--- src/rtl/pc_sequencer.sv ---
`default_nettype none
// ============================================================================
// Module   : pc_sequencer
// Brief    : Instruction-fetch sequencer driving the PC command pair
//            {LOAD_PC, INC_PC} and the PC load value ADDRESS.
// Revision : 1.0 - initial release
// ============================================================================
module pc_sequencer #(
  parameter int WORD_SIZE   = 19,
  parameter int MEM_TIMEOUT = 15,
  parameter int CNT_W       = 4
) (
  input  logic                 CLK,
  input  logic                 RST,
  input  logic                 START,
  input  logic                 HALT_REQ,
  input  logic                 BRANCH_REQ,
  input  logic [WORD_SIZE-1:0] BRANCH_TARGET,
  input  logic                 STALL,
  input  logic                 IMEM_READY,
  output logic                 LOAD_PC,
  output logic                 INC_PC,
  output logic [WORD_SIZE-1:0] ADDRESS,
  output logic                 FETCH_REQ,
  output logic                 HALTED,
  output logic                 FAULT,
  output logic [2:0]           STATE_O
);

  typedef enum logic [2:0] {
    S_IDLE       = 3'd0,
    S_FETCH      = 3'd1,
    S_DECIDE     = 3'd2,
    S_ISSUE_INC  = 3'd3,
    S_ISSUE_LOAD = 3'd4,
    S_SETTLE     = 3'd5,
    S_HALTED     = 3'd6,
    S_FAULT      = 3'd7
  } state_t;

  localparam logic [CNT_W-1:0] C_TIMEOUT = CNT_W'(MEM_TIMEOUT);

  state_t               state_q, state_d;
  logic [WORD_SIZE-1:0] addr_q, addr_d;
  logic [CNT_W-1:0]     cnt_q, cnt_d;
  logic [CNT_W-1:0]     cnt_inc;
  logic                 load_q, load_d;
  logic                 inc_q, inc_d;
  logic                 fetch_q, fetch_d;
  logic                 halted_q, halted_d;
  logic                 fault_q, fault_d;

  assign cnt_inc = cnt_q + CNT_W'(1);

  // Next-state selection, followed by the Moore outputs of the state being entered
  // so that every output comes straight from a flop.
  always_comb begin
    state_d = state_q;
    addr_d  = addr_q;
    cnt_d   = cnt_q;

    case (state_q)
      S_IDLE: begin
        if (START) begin
          state_d = S_FETCH;
          cnt_d   = '0;
        end
      end
      S_FETCH: begin
        // A ready arriving on the last allowed cycle still wins over the timeout.
        if (IMEM_READY) begin
          state_d = S_DECIDE;
        end else begin
          cnt_d = cnt_inc;
          if (cnt_inc == C_TIMEOUT) begin
            state_d = S_FAULT;
          end
        end
      end
      S_DECIDE: begin
        if (HALT_REQ) begin
          state_d = S_HALTED;
        end else if (BRANCH_REQ) begin
          state_d = S_ISSUE_LOAD;
          addr_d  = BRANCH_TARGET;
        end else if (!STALL) begin
          state_d = S_ISSUE_INC;
        end
      end
      S_ISSUE_INC,
      S_ISSUE_LOAD: begin
        state_d = S_SETTLE;
      end
      S_SETTLE: begin
        // One extra cycle lets the PC's execadd catch up with its temp register.
        state_d = S_FETCH;
        cnt_d   = '0;
      end
      S_HALTED: begin
        if (START) begin
          state_d = S_FETCH;
          cnt_d   = '0;
        end
      end
      S_FAULT: begin
        state_d = S_FAULT;
      end
      default: begin
        state_d = S_IDLE;
      end
    endcase

    load_d   = 1'b1;
    inc_d    = 1'b1;
    fetch_d  = 1'b0;
    halted_d = 1'b0;
    fault_d  = 1'b0;
    case (state_d)
      S_IDLE: begin
        load_d = 1'b0;
        inc_d  = 1'b0;
      end
      S_ISSUE_INC:  load_d   = 1'b0;
      S_ISSUE_LOAD: inc_d    = 1'b0;
      S_FETCH:      fetch_d  = 1'b1;
      S_HALTED:     halted_d = 1'b1;
      S_FAULT:      fault_d  = 1'b1;
      default: begin
        load_d = 1'b1;
        inc_d  = 1'b1;
      end
    endcase
  end

  // State, branch address, timeout counter and registered outputs.
  always_ff @(posedge CLK) begin
    if (RST) begin
      state_q  <= S_IDLE;
      addr_q   <= '0;
      cnt_q    <= '0;
      load_q   <= 1'b0;
      inc_q    <= 1'b0;
      fetch_q  <= 1'b0;
      halted_q <= 1'b0;
      fault_q  <= 1'b0;
    end else begin
      state_q  <= state_d;
      addr_q   <= addr_d;
      cnt_q    <= cnt_d;
      load_q   <= load_d;
      inc_q    <= inc_d;
      fetch_q  <= fetch_d;
      halted_q <= halted_d;
      fault_q  <= fault_d;
    end
  end

  assign LOAD_PC   = load_q;
  assign INC_PC    = inc_q;
  assign ADDRESS   = addr_q;
  assign FETCH_REQ = fetch_q;
  assign HALTED    = halted_q;
  assign FAULT     = fault_q;
  assign STATE_O   = state_q;

endmodule
`default_nettype wire

--- config.mk ---
export PLATFORM = sky130hd
export DESIGN_NAME = pc_sequencer
export DESIGN_NICKNAME = d
export VERILOG_FILES = /design/src/rtl/pc_sequencer.sv
export SDC_FILE = /design/constraint.sdc
export NUM_CORES = 1
export LEC_CHECK = 0
export ABC_AREA = 1
export CELL_PAD_IN_SITES_DETAIL_PLACEMENT = 0
export CELL_PAD_IN_SITES_GLOBAL_PLACEMENT = 1
export CORE_UTILIZATION = 30
export CTS_BUF_LIST = sky130_fd_sc_hd__clkbuf_8
export DETAILED_ROUTE_END_ITERATION = 8
export GPL_ROUTABILITY_DRIVEN = 1
export GPL_TIMING_DRIVEN = 0
export PLACE_DENSITY_LB_ADDON = 0.1
export SYNTH_ARGS = -nofsm -noshare
export SYNTH_HDL_FRONTEND = slang
export SYNTH_SLANG_ARGS = --single-unit
--- constraint.sdc ---
create_clock -name CLK -period 2 [get_ports CLK]
set_input_delay 0.4 -clock CLK [delete_from_list [all_inputs] [get_ports CLK]]
set_output_delay 0.4 -clock CLK [all_outputs]
set_load 0.01 [all_outputs]
==> results of run 1 <==
-- metal layers --
layer | up-vias | global-route usage (%) | wire length (µm)
li1 | 701 | - | -
met1 | 552 | 18.12 | 1621
met2 | 38 | 20.41 | 1333
met3 | 5 | 4.215 | 199
met4 | 0 | 6.667 | 47
met5 | - | 0 | 0
-- cell families after synthesis --
family / count (synthesis) / share of synthesized area [%]
adder cells (fa/ha/maj): 2 / 1.815
AND/OR/NAND/NOR: 101 / 33.85
flip-flops: 31 / 45.01
AO/OA/AOI/OAI: 25 / 9.166
buffers and inverters: 30 / 10.16
-- registers in the layout, summed over array words and instances (netlist names) --
name,cells
ADDRESS,19
cnt_q,4
STATE_O,3
FAULT,1
FETCH_REQ,1
HALTED,1
INC_PC,1
LOAD_PC,1
-- power by group through the flow --
| stage | registers, µW | clock network [µW] | logic, µW |
|---|---|---|---|
| 6_report | 803 | 455 | 970 |
| 5_1_grt | 818 | 504 | 1080 |
| 4_1_cts | 806 | 479 | 978 |
| 3_5_place_dp | 818 | 0 | 973 |
| 3_3_place_gp | 817 | 0 | 980 |
| 2_1_floorplan | 849 | 0 | 579 |
-- metrics by stage --
| stage | instances | hold WS [ns] |
|---|---|---|
| global placement | 293 | 0.4619 |
| detailed placement | 293 | 0.4695 |
| global route | 301 | 0.5060 |
| floorplan | 189 | 0.4513 |
| finish | 301 | 0.4776 |
| CTS | 301 | 0.4848 |
-- Yosys cell counts (2+ instances only) --
cell / number / area, µm²
nand3_1: 7 / 35.03
a21oi_1: 4 / 20.02
clkbuf_1: 2 / 7.510
ha_1: 2 / 25.02
nand2_2: 3 / 18.77
nand2_1: 30 / 112.6
buf_6: 3 / 33.78
dfxtp_1: 31 / 620.6
nand3b_1: 2 / 15.01
o21ai_1: 10 / 50.05
o21ai_0: 10 / 50.05
inv_2: 4 / 15.01
nand4_1: 4 / 25.02
nor2_1: 47 / 176.4
inv_1: 19 / 71.32
nor2_2: 3 / 18.77
-- how the worst max path moves through the flow --
| stage | to | slack (ns) | cells past startpoint |
|---|---|---|---|
| floorplan | ADDRESS[10] | 0.72 | 7 |
| global placement | ADDRESS[5] | 0.23 | 5 |
| detailed placement | cnt_q[0] | 0.25 | 5 |
| CTS | STATE_O[1] | 0.24 | 1 |
| global route | STATE_O[1] | 0.20 | 1 |
| finish | STATE_O[1] | 0.26 | 1 |
-- area by class of cell --
class,instances,share of cell area [%]
buffer,6,2.385
clock buffer,5,3.364
clock inverter,3,0.6116
inverter,24,4.465
multi-input combinational,128,30.21
sequential,31,30.34
tap,52,3.180
timing repair buffer,52,25.44
-- worst register-to-register path, stage by stage (launching register included) --
cell and delay (ns):
dfxtp_1 0.41, ha_1 0.19, inv_1 0.04, nand2_1 0.05, nand2_1 0.06, nor2_1 0.10, nand2_1 0.09, nand2_1 0.10
nand2_1 0.07, or2_1 0.22, nor2_2 0.07
==> results.md, run 1 <==
* Maxcap violations at 0
* Leakage at around 0.00086 µW
* Final Hold Fails at 0
* Mapped cell area at ~1400 µm²
* Antenna violations before repair at 0
* Chip height at ~70 µm
* Vias at around 1300
* Seq pwr share at 36.0%
* Setup slack after layout at between 0.2 and 0.3 ns
* Gpl congestion at between 0.7 and 0.8
* Setup TNS at 0 ns
* Clk_lat worst skew at 0.28 ns
* Max FO, Critical Path at 6
* Worst-margin pin slew at between 0.3 and 0.4 ns
* Ys async rst share at 0%
* Die Width at between 60 and 70 µm
* Rel. slew slack at between 70% and 80%
* H-tree Lvls at 2
* DR vias/cell at 4.306
* Pwr dens at 1090 nW/µm²
* Largest net degree at the start of global routing at 11
* CP startpoint: STATE_O[1]
* Total track usage at 13.77%
* Share of the cycle needed by the critical path after routing at 87.21%
* Layout cell share with drive strength beyond 1 at 10.04%
* Combinational power share at a little over two fifths
* Resize count post-CTS at 0
* Post-CTS Hold Fix Bufs at 0
* Max incr delay on CP at ~0.6 ns
* Die ar. at a little under 5000 µm²
* First-pass GRT wire length at approximately 5300 µm
* Hold path cells at 2
* Slew Viols, Final at 0
* Commonest non-fill, non-tap cell in the layout: clkdlybuf4s50_1
* Min-Delay Path Class: reg2reg
* Cells after synthesis at about 190
* Max Root-Sink Buffers at 2
* I/O Buffers at 52
* FILL cells at 477
* Worst EP required at roughly 1.6 ns
* Fin util at 46.66%
* Inserted Clock Buffers at 5
* ANT cells at 0
* Syn Nets at 217
* Residual DRC at 0
* FF/Latch Area at 620.6 µm²
* Fmax at between 0.5 and 0.6 GHz
* Reg2reg path depth at 10
* Pre-CTS setup slack at roughly 0.25 ns
* Status: complete, no violations
* Worst R2R End: HALTED
* Total gr overflow at 0
* Critical path arrival at between 1 and 1.5 ns
* Worst Setup Path Type: reg2out
* Final instance area at approximately 2000 µm²
* CP max stage cell: clkdlybuf4s50_1
* Initial Util at about a third
* Reg2reg setup slack at 0.53 ns
* Peak VDD IR at between 0.6 and 0.7 mV
* Area taken by multi-input logic gates at 618.1 µm²
* Vias in the first global route at around 1200
* Clock Power Share at around 20%
* FF-to-FF Start: cnt_q[0]
* Clock-pin slew on the worst setup and hold paths at 0.06 ns
* Most frequent cells in the layout: clkdlybuf4s50_1 (52), nor2_1 (47), dfxtp_1 (31), nand2_1 (30), inv_1 (21)
* Drt pass-1 iters at 4
* Internal power at between 1000 and 1500 µW
* I/O pin total at 53
* Placed wire-length estimate at 2335 µm
* Clock Sinks at 31
* EDFF count, synth at 0
* Area growth, synth to finish at 48.37%
* Worst Hold End: ADDRESS[2]
* Skew final at 0.003531 ns
* Root buffer cell: clkbuf_8
* Worst Setup Start Kind: flip-flop
* Routed len/inst at around 11 µm
* Tot Pwr at around 2200 µW
* Ys flop type: dfxtp_1
* Register area share after synthesis at a little under half
* CTS tree: done
* Mapped Avg Cell Area at around 7.3 µm²
* Crit end category: output port
* Final nets at 276
* Min cycle time layout at 1.744 ns
* Synth warnings at 0
* WL final at between 3000 and 4000 µm
* Core area at 4384 µm²
* Switching power at roughly 850 µW
* # Post-CTS Setup Buffers at 0
* Final setup viols at 0
* Row cnt at 24
* Initial DRC count at 53
* Placed Instance Area at about 2000 µm²
* CP delay by family, top: buffers and inverters
* Synth unique cells at 24
* Hold Startpoint: ADDRESS[2]
* Post-route antenna net violation count at 0
* CP Buf/Inv Count at 1
* Yosys reg bits at 31
* RSZ-0062 raised after global routing: false
* Crit path cell chain: clkdlybuf4s50_1
* Switching share of total power at roughly two fifths
Power figures use the tool's default switching activity.
==> inputs of run 2 (changes only) <==
--- a/config.mk
+++ b/config.mk
@@ -10,10 +10,13 @@
 export CELL_PAD_IN_SITES_GLOBAL_PLACEMENT = 1
 export CORE_UTILIZATION = 30
 export CTS_BUF_LIST = sky130_fd_sc_hd__clkbuf_8
+export CTS_CLUSTER_DIAMETER = 200
 export DETAILED_ROUTE_END_ITERATION = 8
 export GPL_ROUTABILITY_DRIVEN = 1
 export GPL_TIMING_DRIVEN = 0
 export PLACE_DENSITY_LB_ADDON = 0.1
+export SKIP_CTS_REPAIR_TIMING = 1
+export SLEW_MARGIN = 20
 export SYNTH_ARGS = -nofsm -noshare
 export SYNTH_HDL_FRONTEND = slang
 export SYNTH_SLANG_ARGS = --single-unit
==> results of run 2 <==
Same layout as run 1: the final DEF is identical, and so are final timing and power.
